--- config.mk ---
export PLATFORM = sky130hd
export DESIGN_NAME = instruction_fetch_unit
export DESIGN_NICKNAME = d
export VERILOG_FILES = /design/src/rtl/instruction_fetch_unit.sv
export SDC_FILE = /design/constraint.sdc
export NUM_CORES = 1
export LEC_CHECK = 0
export ABC_CLOCK_PERIOD_IN_PS = 7500
export BUFFER_PORTS_ARGS = -buffer_cell sky130_fd_sc_hd__buf_2
export CAP_MARGIN = 20
export CORE_MARGIN = 4
export CORE_UTILIZATION = 62
export DETAILED_ROUTE_END_ITERATION = 6
export PLACE_DENSITY = 0.85
export SLEW_MARGIN = 20
export SYNTH_ARGS = -nofsm -noshare
export SYNTH_HDL_FRONTEND = slang
export SYNTH_SLANG_ARGS = --single-unit
--- constraint.sdc ---
create_clock -name i_clk -period 7.5 [get_ports i_clk]
set_input_delay 1.875 -clock i_clk [delete_from_list [all_inputs] [get_ports i_clk]]
set_output_delay 1.875 -clock i_clk [all_outputs]
set_load 0.01 [all_outputs]
--- src/rtl/instruction_fetch_unit.sv ---
// Instruction fetch unit: streams a program of consecutive instruction words
// from the instruction SRAM into a small prefetch FIFO and hands them to the
// instruction scheduler under valid/ready flow control.
//
// Ports:
//   i_clk, i_rst          clock, synchronous active-high reset
//   i_start, i_abort      program-start pulse, synchronous flush/cancel
//   i_base_addr           first instruction word address (sampled on start)
//   i_inst_count          program length in instructions (sampled on start)
//   o_mem_rd_en           SRAM read strobe
//   o_mem_addr            SRAM word address
//   i_mem_rd_data         SRAM read data, valid one cycle after o_mem_rd_en
//   o_inst_valid          instruction available to the scheduler
//   o_inst_out            instruction word (FIFO head)
//   i_inst_ready          scheduler can accept
//   o_busy                high outside IDLE
//   o_done                one-cycle pulse after the last hand-over
//   o_delivered_count     instructions handed over in the current/last program

package instruction_fetch_unit_pkg;
    typedef struct packed {
        logic [7:0]  opcode;
        logic [7:0]  dst;
        logic [15:0] imm;
    } instruction_t;
endpackage

module instruction_fetch_unit
    import instruction_fetch_unit_pkg::*;
#(
    parameter int unsigned ADDR_WIDTH = 16,
    parameter int unsigned PF_DEPTH   = 4,
    parameter int unsigned CNT_WIDTH  = 16
) (
    input  logic                  i_clk,
    input  logic                  i_rst,
    input  logic                  i_start,
    input  logic                  i_abort,
    input  logic [ADDR_WIDTH-1:0] i_base_addr,
    input  logic [CNT_WIDTH-1:0]  i_inst_count,
    output logic                  o_mem_rd_en,
    output logic [ADDR_WIDTH-1:0] o_mem_addr,
    input  instruction_t          i_mem_rd_data,
    output logic                  o_inst_valid,
    output instruction_t          o_inst_out,
    input  logic                  i_inst_ready,
    output logic                  o_busy,
    output logic                  o_done,
    output logic [CNT_WIDTH-1:0]  o_delivered_count
);

    localparam int unsigned PTR_W = $clog2(PF_DEPTH);
    localparam int unsigned OCC_W = PTR_W + 1;

    typedef enum logic [1:0] {
        ST_IDLE  = 2'd0,
        ST_FETCH = 2'd1,
        ST_DRAIN = 2'd2
    } state_t;

    state_t                r_state;
    logic [ADDR_WIDTH-1:0] r_base;
    logic [CNT_WIDTH-1:0]  r_count;
    logic [CNT_WIDTH-1:0]  r_issued;
    logic [CNT_WIDTH-1:0]  r_delivered;
    logic                  r_done;
    logic                  r_busy;
    logic                  r_mem_rd_en;
    logic [ADDR_WIDTH-1:0] r_mem_addr;
    logic                  r_inflight;
    logic                  r_valid;
    instruction_t          r_fifo [PF_DEPTH];
    logic [PTR_W-1:0]      r_wr_ptr;
    logic [PTR_W-1:0]      r_rd_ptr;
    logic [OCC_W-1:0]      r_occ;

    state_t                w_state_n;
    logic [ADDR_WIDTH-1:0] w_base_n;
    logic [CNT_WIDTH-1:0]  w_count_n;
    logic [CNT_WIDTH-1:0]  w_issued_n;
    logic [CNT_WIDTH-1:0]  w_delivered_n;
    logic                  w_done_n;
    logic                  w_inflight_n;
    logic [OCC_W-1:0]      w_occ_n;
    logic                  w_flush;
    logic                  w_rd_en_n;
    logic [ADDR_WIDTH-1:0] w_addr_n;
    logic                  w_push;
    logic                  w_pop;

    // Data for a read issued last cycle lands this cycle; abort discards it.
    assign w_push = r_inflight && !i_abort;
    assign w_pop  = r_valid && i_inst_ready && !i_abort;

    // Next-state and next-register computation.
    always_comb begin
        w_state_n     = r_state;
        w_base_n      = r_base;
        w_count_n     = r_count;
        w_issued_n    = r_issued + CNT_WIDTH'(r_mem_rd_en);
        w_delivered_n = r_delivered + CNT_WIDTH'(w_pop);
        w_done_n      = 1'b0;
        w_inflight_n  = r_mem_rd_en;
        w_occ_n       = r_occ + OCC_W'(w_push) - OCC_W'(w_pop);
        w_flush       = 1'b0;

        if (i_abort) begin
            w_state_n     = ST_IDLE;
            w_flush       = 1'b1;
            w_inflight_n  = 1'b0;
            w_occ_n       = '0;
            w_delivered_n = r_delivered;
        end else begin
            case (r_state)
                ST_IDLE: begin
                    if (i_start) begin
                        w_base_n      = i_base_addr;
                        w_count_n     = i_inst_count;
                        w_issued_n    = '0;
                        w_delivered_n = '0;
                        if (i_inst_count == '0) begin
                            w_done_n = 1'b1;
                        end else begin
                            w_state_n = ST_FETCH;
                        end
                    end
                end
                ST_FETCH: begin
                    if (r_mem_rd_en && (w_issued_n == r_count)) begin
                        w_state_n = ST_DRAIN;
                    end
                end
                ST_DRAIN: begin
                    if (!w_inflight_n && (w_occ_n == '0)) begin
                        w_state_n = ST_IDLE;
                        w_done_n  = 1'b1;
                    end
                end
                default: w_state_n = ST_IDLE;
            endcase
        end

        // Credit rule: FIFO entries plus the read in flight never exceed depth.
        w_rd_en_n = (w_state_n == ST_FETCH) && (w_issued_n < w_count_n) &&
                    ((w_occ_n + OCC_W'(w_inflight_n)) < OCC_W'(PF_DEPTH));
        w_addr_n  = ADDR_WIDTH'(w_base_n + ADDR_WIDTH'(w_issued_n));
    end

    // Control and status registers.
    always_ff @(posedge i_clk) begin
        if (i_rst) begin
            r_state     <= ST_IDLE;
            r_base      <= '0;
            r_count     <= '0;
            r_issued    <= '0;
            r_delivered <= '0;
            r_done      <= 1'b0;
            r_busy      <= 1'b0;
            r_mem_rd_en <= 1'b0;
            r_mem_addr  <= '0;
            r_inflight  <= 1'b0;
            r_valid     <= 1'b0;
            r_wr_ptr    <= '0;
            r_rd_ptr    <= '0;
            r_occ       <= '0;
        end else begin
            r_state     <= w_state_n;
            r_base      <= w_base_n;
            r_count     <= w_count_n;
            r_issued    <= w_issued_n;
            r_delivered <= w_delivered_n;
            r_done      <= w_done_n;
            r_busy      <= (w_state_n != ST_IDLE);
            r_mem_rd_en <= w_rd_en_n;
            if (w_rd_en_n) begin
                r_mem_addr <= w_addr_n;
            end
            r_inflight  <= w_inflight_n;
            r_valid     <= (w_occ_n != '0);
            r_occ       <= w_occ_n;
            if (w_flush) begin
                r_wr_ptr <= '0;
                r_rd_ptr <= '0;
            end else begin
                if (w_push) r_wr_ptr <= r_wr_ptr + PTR_W'(1);
                if (w_pop)  r_rd_ptr <= r_rd_ptr + PTR_W'(1);
            end
        end
    end

    // FIFO storage; contents are don't-care while the occupancy is zero.
    always_ff @(posedge i_clk) begin
        if (w_push) begin
            r_fifo[r_wr_ptr] <= i_mem_rd_data;
        end
    end

    assign o_mem_rd_en       = r_mem_rd_en;
    assign o_mem_addr        = r_mem_addr;
    assign o_inst_valid      = r_valid;
    assign o_inst_out        = r_fifo[r_rd_ptr];
    assign o_busy            = r_busy;
    assign o_done            = r_done;
    assign o_delivered_count = r_delivered;

endmodule

==> qor.txt <==
Die H = 137 µm
Filler cells = 1027
Max Slew Vio Count = 0
Register Area = 5770 µm²
CP Launch Type = input pin
worst path cell trace = buf_2 -> nor3b_1 -> nand2b_1 -> nand2_1 -> inv_1 -> ha_1 -> a211oi_1 -> nor2_1 -> a211oi_1 -> a21oi_1 -> nor3_1 -> or3_1 -> nand4_1 -> a311oi_1
IO Port Bufs = 136
Vias/cell = 6.18
I/O Pins = 137
Root Driver = clkbuf_16
LEAKAGE = 4.55 nW
asr flop ratio synth = 0%
Max Clock Skew = 0.00932 ns
relative slew slack = 30.1%
layout cells sized above 1 = 23.0%
outcome = finished, final reports clean
worst skew pair latency = 0.50 ns
EDFF count, synth = 128
measured slew at the worst slew-check pin = 1.05 ns
RSZ-0062 raised after global routing = no
drt drc = 0
Synth top area share = 37.2%
First-pass DRT Iterations = 5
Final Util = 74.0%
Multi-input gate area = 4360 µm²
Mapped Cells = 866
Setup TNS Final = 0 ns
Area Overhead vs Synth = 15.3%
clk sink count = 224
Hold Path Class = flip-flop to flip-flop
Num CTS Buffers = 23
Routed WL = 25800 µm
die width = 137 µm
CP dominant cell by count = a211oi_1
All-Layer GR Usage = 27.7%
DRT iter0 DRCs = 887
IR drop worst, VDD = 193 µV
WS Path Type = input pin to flip-flop
Cell Area, Synth = 10300 µm²
CTS Buffer Depth = 3
Synth Flop Type = edfxtp_1
post-route insts no fill = 1230
yosys warns = 0
syn_nets = 977
worst path required time = 7.90 ns
vias in the first global route = 7476
critical path's slowest cell = nand2b_1
FF+latch count, synth = 224
DP HPWL = 17600 µm
FMAX = 178 MHz
Synth area leaders = edfxtp_1, dfxtp_1, mux4_2
Avg Cell Area, Syn = 11.9 µm²
sequential-to-total area share from yosys stat = 55.8%
Setup Buffers After CTS = 0
global route overflow = 0
H-tree levels = 1
clock slew at reported path FFs = 0.06 ns
vias = 7607
WL per Instance = 21.0 µm
clock period minus worst slack = 5.63 ns
Cell Rows = 46
final setup fails = 0
Hold Vio Cnt, Final = 0
die area = 18800 µm²
hold slack = 0.463 ns
max-cap check violation count = 0
CTS Hold Bufs = 0
CP max stage delay = 0.70 ns
post-CTS sizing = 0
largest net degree at the start of global routing = 57
Post-DRT Antenna Nets = 0
Placed Cells = 1188
crit path DAT = 6.03 ns
peak fanout along the critical path = 21
power density cells = 215 nW/µm²
Synth area leader = edfxtp_1
antenna violations before repair = 1
Netlist cell types = 68
fin crit share = 75.0%
nets = 1108
gpl congestion = 0.917
Core Box Area = 16100 µm²
first-pass GRT wire length = 40300 µm
TritonCTS clock tree = built
initial core utilization = 64.1%
Setup crit end kind = flip-flop
==> final timing paths <==
path	slack, ns	endpoint	cells past startpoint	start
worst max register to register	2.72	o_mem_addr[3]$_SDFFE_PP0P_	16	o_mem_rd_en$_SDFF_PP0_
worst min register to register	0.46	r_base[9]$_SDFF_PP0_	2	r_base[9]$_SDFF_PP0_
worst min-delay path	0.46	r_base[9]$_SDFF_PP0_	2	r_base[9]$_SDFF_PP0_
worst max-delay path	1.87	o_mem_addr[15]$_SDFFE_PP0P_	14	i_start
==> layout make-up <==
cell class	count	area share [%]
Tap cell	216	2.27
Antenna cell	1	0.0210
Sequential cell	224	48.4
Clock buffer	38	5.65
Clock inverter	3	0.325
Multi-Input combinational cell	586	36.6
Timing Repair Buffer	144	6.21
Inverter	18	0.567
==> critical path, delay by kind of cell <==
kind / cells / cell delay, ns
AO/OA/AOI/OAI: 4 / 1.13
adder cells (fa/ha/maj): 1 / 0.29
buffers and inverters: 2 / 0.24
AND/OR/NAND/NOR: 7 / 2.48
==> power breakdown <==
part / internal (mW) / switching (mW) / leakage (nW)
Sequential: 1.31 / 0.0114 / 1.93
Combinational: 0.0579 / 0.0953 / 2.28
Clock: 0.643 / 0.440 / 0.348
==> flip-flops by register name, indices dropped and copies added (netlist names), named ones only <==
register,count
r_wr_ptr,2
o_mem_addr,16
o_inst_valid,1
r_base,16
r_rd_ptr,2
r_state,2
o_delivered_count,16
r_count,16
o_busy,1
o_mem_rd_en,1
r_fifo,128
r_occ,3
o_done,1
r_issued,16
r_inflight,1
==> stage by stage <==
step	total power [mW]	cell area [µm²]	setup WS, ns
after CTS	2.57	11900	1.95
after global routing	2.64	11900	1.33
after floorplan	1.44	10300	1.94
after global placement	1.49	11200	1.58
final	2.56	11900	1.87
after detailed placement	1.50	11200	1.43
==> per-layer routing <==
metal,vias up,track usage (%),share of wire [%]
li1,3473,-,-
met4,0,9.70,3.7
met5,-,0,0
met3,65,4.89,8.8
met2,376,45.1,48
met1,3693,37.7,40
==> cell usage in the layout (no fill, tap or decap), drive strengths merged, types with 3 or more instances in the layout <==
cell / netlist / final
nor3: 15 / 15
or3: 8 / 8
and2: 9 / 9
nor3b: 4 / 4
a21o: 6 / 6
buf: 14 / 144
a31oi: 5 / 5
edfxtp: 128 / 128
o21a: 3 / 3
nand3: 26 / 26
dfxtp: 96 / 96
a311oi: 5 / 5
o211ai: 3 / 3
nand4b: 3 / 3
a211oi: 5 / 5
nand2: 78 / 78
nor2b: 10 / 10
mux2i: 19 / 19
mux4: 32 / 32
and3: 8 / 8
o21ai: 33 / 33
or3b: 5 / 5
xor2: 16 / 16
nand4: 16 / 16
and4: 5 / 5
o2111ai: 3 / 3
clkbuf: 24 / 38
inv: 18 / 18
or2: 4 / 4
a21oi: 58 / 58
ha: 40 / 40
nor4: 11 / 11
nand2b: 8 / 8
nor2: 91 / 91
a2111oi: 3 / 3
xnor2: 34 / 34
==> cell usage after synthesis, types with 9 or more instances <==
| cell type | count |
|---|---|
| a21oi_1 | 58 |
| and2_1 | 9 |
| clkbuf_1 | 23 |
| dfxtp_1 | 96 |
| edfxtp_1 | 128 |
| ha_1 | 40 |
| inv_1 | 18 |
| mux2i_1 | 19 |
| mux4_2 | 32 |
| nand2_1 | 78 |
| nand3_1 | 25 |
| nand4_1 | 15 |
| nor2_1 | 91 |
| nor2b_1 | 10 |
| nor3_1 | 14 |
| o21ai_0 | 31 |
| xnor2_1 | 33 |
| xor2_1 | 16 |
==> kinds of logic after synthesis <==
group,Yosys count,share of synthesized area (%)
flops,224,55.8
fa+ha+maj,42,5.23
xor+xnor,50,4.31
compound gates,139,8.51
buf+inv,56,2.22
mux,52,8.92
simple gates,303,15.0
(Power assumes the default switching activity.)
